File: src/rtl/rtype_pkg.sv
`default_nettype none
// +--------------------------------------------------------------------+
// | rtype_pkg: shared FSM states, R-type encodings and legality check   |
// | Revision: 1.0                                                       |
// +--------------------------------------------------------------------+
package rtype_pkg;

  typedef enum logic [1:0] {
    ST_IDLE  = 2'd0,
    ST_ISSUE = 2'd1,
    ST_HOLDW = 2'd2,
    ST_DONE  = 2'd3
  } state_e;

  localparam logic [5:0]  OPC_RTYPE = 6'h00;
  localparam logic [5:0]  FUNCT_ADD = 6'h20;
  localparam logic [5:0]  FUNCT_SUB = 6'h22;
  localparam logic [5:0]  FUNCT_AND = 6'h24;
  localparam logic [5:0]  FUNCT_OR  = 6'h25;
  localparam logic [5:0]  FUNCT_SLT = 6'h2A;
  localparam logic [31:0] NOP_INSTR = 32'h0000_0000;

  function automatic logic is_legal_rtype(input logic [31:0] w);
    logic funct_ok;
    funct_ok = (w[5:0] == FUNCT_ADD) || (w[5:0] == FUNCT_SUB) ||
               (w[5:0] == FUNCT_AND) || (w[5:0] == FUNCT_OR)  ||
               (w[5:0] == FUNCT_SLT);
    return (w[31:26] == OPC_RTYPE) && funct_ok;
  endfunction

  function automatic logic [7:0] sat_inc(input logic [7:0] v);
    return (v == 8'hFF) ? v : v + 8'd1;
  endfunction

endpackage
`default_nettype wire

File: src/rtl/rtype_issue_ctrl_if.sv
`default_nettype none
// +--------------------------------------------------------------------+
// | rtype_issue_ctrl_if: host load / control / datapath bundle          |
// | Revision: 1.0                                                       |
// +--------------------------------------------------------------------+
interface rtype_issue_ctrl_if #(
  parameter int INSTR_W = 32
);
  logic               ld_valid;
  logic [INSTR_W-1:0] ld_instr;
  logic               ld_ready;
  logic               start;
  logic               busy;
  logic               done;
  logic [INSTR_W-1:0] dp_instr;
  logic               dp_zf;
  logic [7:0]         issued_cnt;
  logic [7:0]         zf_cnt;
  logic [7:0]         illegal_cnt;

  modport master (
    output ld_valid, ld_instr, start, dp_zf,
    input  ld_ready, busy, done, dp_instr, issued_cnt, zf_cnt, illegal_cnt
  );

  modport slave (
    input  ld_valid, ld_instr, start, dp_zf,
    output ld_ready, busy, done, dp_instr, issued_cnt, zf_cnt, illegal_cnt
  );
endinterface
`default_nettype wire

File: src/rtl/sync_fifo.sv
`default_nettype none
// +--------------------------------------------------------------------+
// | sync_fifo: single-clock FIFO with wrap-bit pointers, show-ahead read|
// | Revision: 1.0                                                       |
// +--------------------------------------------------------------------+
module sync_fifo #(
  parameter int DEPTH = 16,
  parameter int WIDTH = 32
) (
  input  wire logic             clk,
  input  wire logic             rst_n,
  input  wire logic             wr_en_i,
  input  wire logic [WIDTH-1:0] wr_data_i,
  input  wire logic             rd_en_i,
  output logic      [WIDTH-1:0] rd_data_o,
  output logic                  full_o,
  output logic                  empty_o
);
  localparam int AW = $clog2(DEPTH);

  logic [WIDTH-1:0] mem_q [DEPTH];
  logic [AW:0]      wr_ptr_q;
  logic [AW:0]      rd_ptr_q;

  // Same index with opposite wrap bit means the writer has lapped the reader.
  assign full_o    = (wr_ptr_q[AW] != rd_ptr_q[AW]) && (wr_ptr_q[AW-1:0] == rd_ptr_q[AW-1:0]);
  assign empty_o   = (wr_ptr_q == rd_ptr_q);
  assign rd_data_o = mem_q[rd_ptr_q[AW-1:0]];

  always_ff @(posedge clk) begin
    if (!rst_n) begin
      wr_ptr_q <= '0;
      rd_ptr_q <= '0;
    end else begin
      if (wr_en_i && !full_o)  wr_ptr_q <= wr_ptr_q + 1'b1;
      if (rd_en_i && !empty_o) rd_ptr_q <= rd_ptr_q + 1'b1;
    end
  end

  always_ff @(posedge clk) begin
    if (wr_en_i && !full_o) mem_q[wr_ptr_q[AW-1:0]] <= wr_data_i;
  end
endmodule
`default_nettype wire

File: src/rtl/rtype_issue_ctrl.sv
`default_nettype none
// +--------------------------------------------------------------------+
// | rtype_issue_ctrl: issues buffered R-type words to the datapath      |
// | Revision: 1.0                                                       |
// +--------------------------------------------------------------------+
module rtype_issue_ctrl
  import rtype_pkg::*;
#(
  parameter int DEPTH   = 16,
  parameter int INSTR_W = 32,
  parameter int HOLD    = 2
) (
  input wire logic         clk,
  input wire logic         rst_n,
  rtype_issue_ctrl_if.slave bus
);
  localparam int HW = (HOLD > 1) ? $clog2(HOLD) : 1;

  state_e             state_q;
  logic [HW-1:0]      hold_q;
  logic [INSTR_W-1:0] dp_instr_q;
  logic               done_q;
  logic [7:0]         issued_q;
  logic [7:0]         zf_q;
  logic [7:0]         illegal_q;

  logic               fifo_full;
  logic               fifo_empty;
  logic [INSTR_W-1:0] fifo_head;
  logic               ld_ready_d;
  logic               pop_d;

  assign ld_ready_d = rst_n && (state_q == ST_IDLE) && !fifo_full;
  assign pop_d      = (state_q == ST_ISSUE);

  sync_fifo #(
    .DEPTH (DEPTH),
    .WIDTH (INSTR_W)
  ) u_fifo (
    .clk       (clk),
    .rst_n     (rst_n),
    .wr_en_i   (bus.ld_valid && ld_ready_d),
    .wr_data_i (bus.ld_instr),
    .rd_en_i   (pop_d),
    .rd_data_o (fifo_head),
    .full_o    (fifo_full),
    .empty_o   (fifo_empty)
  );

  always_ff @(posedge clk) begin
    if (!rst_n) begin
      state_q    <= ST_IDLE;
      hold_q     <= '0;
      dp_instr_q <= INSTR_W'(NOP_INSTR);
      done_q     <= 1'b0;
      issued_q   <= 8'd0;
      zf_q       <= 8'd0;
      illegal_q  <= 8'd0;
    end else begin
      done_q <= 1'b0;
      case (state_q)
        ST_IDLE: begin
          if (bus.start) begin
            issued_q  <= 8'd0;
            zf_q      <= 8'd0;
            illegal_q <= 8'd0;
            state_q   <= fifo_empty ? ST_DONE : ST_ISSUE;
          end
        end
        ST_ISSUE: begin
          if (is_legal_rtype(fifo_head[31:0])) begin
            dp_instr_q <= fifo_head;
          end else begin
            dp_instr_q <= INSTR_W'(NOP_INSTR);
            illegal_q  <= sat_inc(illegal_q);
          end
          hold_q  <= HW'(HOLD - 1);
          state_q <= ST_HOLDW;
        end
        ST_HOLDW: begin
          // The zero flag is sampled on the final hold cycle of each word.
          if (hold_q == '0) begin
            issued_q <= sat_inc(issued_q);
            if (bus.dp_zf) zf_q <= sat_inc(zf_q);
            state_q <= fifo_empty ? ST_DONE : ST_ISSUE;
          end else begin
            hold_q <= hold_q - 1'b1;
          end
        end
        ST_DONE: begin
          done_q     <= 1'b1;
          dp_instr_q <= INSTR_W'(NOP_INSTR);
          state_q    <= ST_IDLE;
        end
        default: state_q <= ST_IDLE;
      endcase
    end
  end

  assign bus.ld_ready    = ld_ready_d;
  assign bus.busy        = (state_q == ST_ISSUE) || (state_q == ST_HOLDW);
  assign bus.done        = done_q;
  assign bus.dp_instr    = dp_instr_q;
  assign bus.issued_cnt  = issued_q;
  assign bus.zf_cnt      = zf_q;
  assign bus.illegal_cnt = illegal_q;
endmodule
`default_nettype wire

File: src/flat_wrapper.sv
// flat-port wrapper written by rule: the top's interface ports become plain ports
module rtype_issue_ctrl_flat import rtype_pkg::*;
#(
  parameter int DEPTH   = 16,
  parameter int INSTR_W = 32,
  parameter int HOLD    = 2
)
  (clk, rst_n, bus_ld_valid, bus_ld_instr, bus_start, bus_dp_zf, bus_ld_ready, bus_busy, bus_done, bus_dp_instr, bus_issued_cnt, bus_zf_cnt, bus_illegal_cnt);
  rtype_issue_ctrl_if #(.INSTR_W(INSTR_W)) bus_i ();
  input wire logic clk;
  input wire logic rst_n;
  input wire logic [$bits(bus_i.ld_valid)-1:0] bus_ld_valid;
  input wire logic [$bits(bus_i.ld_instr)-1:0] bus_ld_instr;
  input wire logic [$bits(bus_i.start)-1:0] bus_start;
  input wire logic [$bits(bus_i.dp_zf)-1:0] bus_dp_zf;
  output wire logic [$bits(bus_i.ld_ready)-1:0] bus_ld_ready;
  output wire logic [$bits(bus_i.busy)-1:0] bus_busy;
  output wire logic [$bits(bus_i.done)-1:0] bus_done;
  output wire logic [$bits(bus_i.dp_instr)-1:0] bus_dp_instr;
  output wire logic [$bits(bus_i.issued_cnt)-1:0] bus_issued_cnt;
  output wire logic [$bits(bus_i.zf_cnt)-1:0] bus_zf_cnt;
  output wire logic [$bits(bus_i.illegal_cnt)-1:0] bus_illegal_cnt;
  assign bus_i.ld_valid = bus_ld_valid;
  assign bus_i.ld_instr = bus_ld_instr;
  assign bus_i.start = bus_start;
  assign bus_i.dp_zf = bus_dp_zf;
  assign bus_ld_ready = bus_i.ld_ready;
  assign bus_busy = bus_i.busy;
  assign bus_done = bus_i.done;
  assign bus_dp_instr = bus_i.dp_instr;
  assign bus_issued_cnt = bus_i.issued_cnt;
  assign bus_zf_cnt = bus_i.zf_cnt;
  assign bus_illegal_cnt = bus_i.illegal_cnt;
  rtype_issue_ctrl #(.DEPTH(DEPTH), .INSTR_W(INSTR_W), .HOLD(HOLD)) u_core (.clk(clk), .rst_n(rst_n), .bus(bus_i));
endmodule
File: config.mk
export PLATFORM = sky130hd
export DESIGN_NAME = rtype_issue_ctrl_flat
export DESIGN_NICKNAME = d
export VERILOG_FILES = /design/src/rtl/rtype_pkg.sv /design/src/rtl/rtype_issue_ctrl_if.sv /design/src/rtl/sync_fifo.sv /design/src/rtl/rtype_issue_ctrl.sv /design/src/flat_wrapper.sv
export SDC_FILE = /design/constraint.sdc
export NUM_CORES = 1
export LEC_CHECK = 0
export ABC_CLOCK_PERIOD_IN_PS = 6300
export BUFFER_PORTS_ARGS = -buffer_cell sky130_fd_sc_hd__buf_4
export CAP_MARGIN = 20
export CORE_MARGIN = 2
export CORE_UTILIZATION = 65
export CTS_BUF_LIST = sky130_fd_sc_hd__clkbuf_4
export CTS_CLUSTER_DIAMETER = 50
export DETAILED_ROUTE_END_ITERATION = 6
export PLACE_DENSITY = 0.87
export SETUP_SLACK_MARGIN = 0.4
export SYNTH_ARGS = -nofsm -noshare
export SYNTH_HDL_FRONTEND = slang
export SYNTH_SLANG_ARGS = --single-unit
File: constraint.sdc
create_clock -name clk -period 6.3 [get_ports clk]
set_clock_uncertainty 0.15 [all_clocks]
set_input_delay 1.26 -clock clk [delete_from_list [all_inputs] [get_ports clk]]
set_output_delay 1.26 -clock clk [all_outputs]
set_load 0.05 [all_outputs]
==> results.tsv, run 1 <==
metric	value	unit
FF/Latch Area	0.0169	mm^2
Die Span X	189	um
routed vias	12500	
Die Y	189	um
share of post-route cells with drive strength above 1	34.0	%
Synth Area in Adders	0.673	%
DRC	1	
vias per inst	6.45	
Mapped Area	0.0223	mm^2
Post-Synth XOR/XNOR Area	0.982	%
# hold bufs at CTS	0	
Total Routing Usage GR	28.4	%
flop and latch count out of synthesis	586	
PortBufs	95	
cts repair resizes	0	
antenna violations before repair	2	
CP max FO	33	
number of global-route vias before repair	12900	
Primary FF master, synth	edfxtp_1	
FP Rows	67	
Arrival @ worst endpoint	4.65	ns
post-route clock period utilization	65.5	%
top-count cell post-synth	edfxtp_1	
Area Overhead vs Synth	15.2	%
H-Tree Depth	4	
final wirelength	51.6	mm
final hold vios	0	
post-synth cell types	62	
Final HPWL DP	27.5	mm
Multi-input gate area	0.00524	mm^2
setup violators final	0	
largest family of logic cells by synthesized area	multiplexers	
fmax	242	MHz
Pwr Density	319	mW/mm^2
crit end category	register	
Worst Setup Start Kind	register	
Initial Util	66.2	%
Max Cap Viol	0	
failing checks	DRC	
CTS Sinks	586	
DRT Pass-1 Iters	7	
outcome	finished, violations left	
Syn. warnings	0	
core region area	0.0337	mm^2
ANT nets after route	0	
worst endpoint required time	6.82	ns
clk_lat worst skew	0.82	ns
Max IR drop VDD	0.000193	V
sequential-to-total area share from yosys stat	75.6	%
post-synth net total	1211	
placed insts	1668	
Non-Filler Instances	1936	
relative slew slack	41.0	%
actual slew at the worst max-slew pin	0.885	ns
Synth Area in Simple Gates	5.03	%
Post-CTS Repair Setup Buffers	0	
cells after synthesis	1162	
Worst Hold Class	reg -> reg	
CTS tree	yes	
clock tree buffer depth	3	
post-synth top area share	68.9	%
mux contribution to synthesized area	13.0	%
Async SR Flop Fraction	0	%
Final nets	1422	
CTS root buffer	clkbuf_4	
RSZ-0062 raised after global routing	false	
syn avg cell area	19.2	um^2
Leak Pwr	8.53	nW
first-pass GRT wire length	74.7	mm
WL/cell	26.7	um
Crit Path Category	reg -> reg	
EDFF count, synth	512	
Reg clk slew, reported paths	0.07	ns
setup TNS	0	ns
Placer Congestion	0.838	
top cells by area, synth	edfxtp_1 (69%), mux4_2 (12%), dfxtp_1 (6.6%)	
reg2reg setup slack	2.17	ns
Filler Cell Count	1744	
pin count of the biggest net entering global routing	67	
area leader, netlist	edfxtp_1	
final max-slew violation count	0	
post-layout minimum cycle time	4.13	ns
drt first-iter violations	1613	
IO Pins	96	
TritonCTS buffer count	142	
Remaining Overflow, GRT	0	
top cells by count, synth	edfxtp_1 (512), mux4_2 (117), nor2_1 (82)	
Compound-Gate Fraction of Synth Area	3.27	%
Die Area	0.0358	mm^2
logic make-up (layout without fill, tap and decap cells):
group	count (synthesis)	count (layout)
simple gates	221	221
mux	143	143
buf+inv	72	397
compound gates	103	103
other cells	0	1
fa+ha+maj	12	12
xor+xnor	25	25
flops	586	586
worst paths after layout:
path	end	from	cells after the start
setup / recovery	u_core.bus.illegal_cnt[2]	register	9
hold / removal	u_core.bus.dp_instr[28]	u_core.bus.dp_instr[28]	1
setup reg to reg	u_core.bus.illegal_cnt[2]	register	9
hold reg to reg	u_core.bus.dp_instr[28]	u_core.bus.dp_instr[28]	1
per-stage QoR:
| stage | power, W | instance area (um^2) | hold slack [ns] | utilization, % | setup WS, ns |
|---|---|---|---|---|---|
| after global placement | 0.00507 | 23600 | 0.318 | 69.9 | 2.43 |
| after detailed placement | 0.00510 | 23600 | 0.319 | 70.1 | 2.31 |
| after CTS | 0.00820 | 25500 | 0.336 | 75.6 | 2.27 |
| after global routing | 0.00848 | 25700 | 0.354 | 76.2 | 1.98 |
| after floorplan | 0.00487 | 22300 | 0.354 | - | 0.745 |
| final | 0.00818 | 25700 | 0.337 | 76.2 | 2.17 |
metal layers:
metal | track usage (%) | up-vias | part of all wire [%]
met1 | 36.6 | 6270 | 36
met3 | 6.54 | 124 | 9.7
met2 | 47.3 | 898 | 52
met5 | 0 | - | 0
li1 | - | 5202 | -
met4 | 12.4 | 0 | 3.1
placed cells by master (no fill, tap or decap), drive strengths merged, types with 12 or more instances in the layout:
cell	n
clkbuf	217
a22oi	25
nor3	18
nor2	82
buf	125
xor2	17
and3	12
nand2b	12
clkinv	30
o21ai	12
mux4	117
nand2	28
mux2i	20
a21oi	23
nand3	13
inv	19
edfxtp	512
ha	12
dfxtp	74
and2	12
layout make-up:
| cell class | instances | area share, % |
|---|---|---|
| clock buffers | 217 | 6.34 |
| well taps | 448 | 2.18 |
| clock inverters | 41 | 0.872 |
| diodes | 1 | 0.00974 |
| repair buffers | 125 | 4.34 |
| inverters | 14 | 0.205 |
| flip-flops and latches | 586 | 65.7 |
| multi-input cells | 504 | 20.4 |
state kept, by name, summed over array words and instances, names as in the netlist, named ones only:
signal                  flops
u_core.u_fifo.mem_q       512
u_core.bus.dp_instr        32
u_core.bus.illegal_cnt      8
u_core.bus.issued_cnt       8
u_core.bus.zf_cnt           8
u_core.u_fifo.rd_ptr_q      5
u_core.u_fifo.wr_ptr_q      5
u_core.state_q              2
u_core.bus.done             1
u_core.hold_q               1
critical path, stage by stage (launching register included):
cell	delay [ns]
dfxtp_2	0.70
buf_4	0.53
nor2_1	0.30
a221oi_1	0.60
nor2_1	0.14
o21ai_1	0.35
o221ai_2	0.27
nor3_2	0.50
nor4_1	0.13
a311o_1	0.33
power by group:
group | switching [W] | internal, W | total [W]
registers | 0.0000447 | 0.00427 | 0.00431
clock network | 0.00150 | 0.00166 | 0.00316
logic | 0.000448 | 0.000266 | 0.000715
Note: power is estimated with default switching activity, not from simulation.
==> inputs of run 2 (changes only) <==
--- a/config.mk
+++ b/config.mk
@@ -5,15 +5,15 @@
 export SDC_FILE = /design/constraint.sdc
 export NUM_CORES = 1
 export LEC_CHECK = 0
-export ABC_CLOCK_PERIOD_IN_PS = 6300
+export ABC_CLOCK_PERIOD_IN_PS = 4050
 export BUFFER_PORTS_ARGS = -buffer_cell sky130_fd_sc_hd__buf_4
 export CAP_MARGIN = 20
 export CORE_MARGIN = 2
-export CORE_UTILIZATION = 65
+export CORE_UTILIZATION = 64
 export CTS_BUF_LIST = sky130_fd_sc_hd__clkbuf_4
 export CTS_CLUSTER_DIAMETER = 50
 export DETAILED_ROUTE_END_ITERATION = 6
-export PLACE_DENSITY = 0.87
+export PLACE_DENSITY = 0.86
 export SETUP_SLACK_MARGIN = 0.4
 export SYNTH_ARGS = -nofsm -noshare
 export SYNTH_HDL_FRONTEND = slang
==> constraint.sdc (replaced) <==
create_clock -name clk -period 4.05 [get_ports clk]
set_clock_uncertainty 0.15 [all_clocks]
set_input_delay 0.81 -clock clk [delete_from_list [all_inputs] [get_ports clk]]
set_output_delay 0.81 -clock clk [all_outputs]
set_load 0.05 [all_outputs]
==> results.tsv, run 2 (synthesis gave the netlist of run 1 again) <==
metric	value	unit	change
vias per inst	6.29		-2.6%
antenna violations before repair	1		-1
Final nets	1428		+0.42%
pin count of the biggest net entering global routing	65		-3.0%
Worst Hold Class	in -> reg		
routed vias	12200		-2.6%
Die Y	191	um	+0.76%
clock tree buffer depth	3		unchanged
most frequent cells in the layout	edfxtp_1 (512), clkbuf_4 (207), buf_4 (127)		
relative slew slack	36.1	%	-4.9 points
clk_lat worst skew	0.81	ns	about the same
# hold bufs at CTS	0		unchanged
PortBufs	95		unchanged
FP Rows	68		+1.5%
TritonCTS buffer count	140		-1.4%
hold path depth	1		unchanged
DRC	0		-1
commonest non-fill, non-tap cell in the layout	edfxtp_1		
HP Start	bus_ld_instr[23]		
setup violators final	0		unchanged
post-layout minimum cycle time	3.43	ns	-0.697 ns
Die Span X	191	um	+0.76%
first-pass GRT wire length	73.0	mm	-2.3%
Die Area	0.0364	mm^2	+1.5%
outcome	finished clean		
share of post-route cells with drive strength above 1	33.7	%	-0.24 points
Placer Congestion	0.776		-7.4%
setup TNS	0	ns	unchanged
fmax	291	MHz	+20%
Arrival @ worst endpoint	3.96	ns	-0.69 ns
cts repair resizes	0		unchanged
max incr delay on CP	0.70	ns	about the same
worst endpoint required time	4.58	ns	-2.24 ns
final wirelength	48.6	mm	-5.9%
CP max-delay cell	dfxtp_4		
crit end category	register		
reg2reg setup slack	0.62	ns	-1.55 ns
Reg clk slew, reported paths	0.08	ns	about the same
max FFs per register	512		unchanged
DRT Pass-1 Iters	5		-2
RSZ-0062 raised after global routing	false		
fin util	74.4	%	-1.9 points
final max-slew violation count	0		unchanged
CTS tree	yes		
crit path cell chain	nor2b_1, a221oi_1, a22oi_1, o21ai_1, mux2_2, nor3_2, nor4_1, a311o_1		
Hold Crit Endpoint	u_core.u_fifo.mem_q[3][23]		
CP max FO	43		+30%
actual slew at the worst max-slew pin	0.959	ns	+0.0739 ns
cell area after layout	0.0256	mm^2	-0.23%
number of global-route vias before repair	12800		-1.1%
Total Power	0.0126	W	+54%
CP bufs+invs	0		-1
Area Overhead vs Synth	14.9	%	
Total Routing Usage GR	27.6	%	-0.80 points
Leak Pwr	8.48	nW	-0.50%
Reg-to-Reg End	u_core.bus.illegal_cnt[2]		
Crit Path Category	reg -> reg		
H-Tree Depth	4		unchanged
Non-Filler Instances	1936		unchanged
CTS root buffer	clkbuf_4		
Initial Util	64.7	%	-1.5 points
Max IR drop VDD	0.000456	V	+140%
ANT nets after route	0		unchanged
final hold vios	0		unchanged
Max Cap Viol	0		unchanged
CTS Sinks	586		unchanged
core region area	0.0345	mm^2	+2.2%
Filler Cell Count	1871		+7.3%
Remaining Overflow, GRT	0		unchanged
placed insts	1691		+1.4%
WL/cell	25.1	um	-5.9%
drt first-iter violations	1236		-23%
IO Pins	96		unchanged
Final HPWL DP	27.7	mm	+0.67%
FF-to-FF path depth	8		-1
Pwr Density	491	mW/mm^2	+54%
cell family with most CP delay	simple AND/OR/NAND/NOR gates		
DP Area	0.0238	mm^2	+0.83%
post-route clock period utilization	84.7	%	+19 points
Worst Setup Start Kind	register		
==> run 2: changes by cell type in the layout (fill, tap and decap cells not counted), sizes merged <==
cell,change
buf,+8
bufinv,+2
clkbuf,-10
clkinv,-1
clkinvlp,-4
inv,-2
==> run 2: worst max path at each step <==
stage | from | endpoint | slack (ns) | cells after the start
finish | register | u_core.bus.illegal_cnt[2] | 0.62 | 8
global route | register | u_core.bus.dp_instr[24] | 0.43 | 10
CTS | register | u_core.bus.dp_instr[9] | 0.45 | 6
detailed placement | register | u_core.bus.dp_instr[9] | 0.45 | 6
global placement | register | u_core.bus.dp_instr[8] | 0.58 | 6
floorplan | rst_n | u_core.u_fifo.mem_q[3][0] | 0.53 | 6
==> run 2: report_power, final <==
group          switching, W  internal [W]  leakage, nW
Combinational      0.000690      0.000421         2.21
Clock               0.00219       0.00259         1.07
Sequential        0.0000620       0.00664         5.20
==> run 2: layer usage <==
layer / global-route usage (%) / routed length, um / up-vias
li1: - / - / 5207
met1: 36.4 / 18600 / 6199
met2: 45.0 / 24600 / 662
met3: 6.15 / 4170 / 106
met4: 12.3 / 1200 / 0
met5: 0 / 0 / -
==> run 2: what timing repair did <==
item | CTS | global route
endpoints found under the hold margin | 0 | 0
setup endpoints to repair | 0 | 22
buffers inserted | 0 | 1
==> run 2: cell type report <==
type	count	area [um^2]	share of cell area (%)
Multi-Input combinational cell	504	5260	20.5
Clock inverter	36	241	0.942
Clock buffer	207	1550	6.07
Antenna cell	1	2.50	0.00977
Tap cell	455	569	2.22
Timing Repair Buffer	133	1070	4.19
Sequential cell	586	16900	65.8
Inverter	14	52.6	0.205
==> run 2: stage by stage <==
stage | worst slack (ns) | hold WS [ns]
final | 0.619 | 0.142
after global routing | 0.431 | 0.105
after CTS | 0.452 | 0.0708
after detailed placement | 0.448 | 0.321
after global placement | 0.579 | 0.300
after floorplan | 0.534 | 0.354
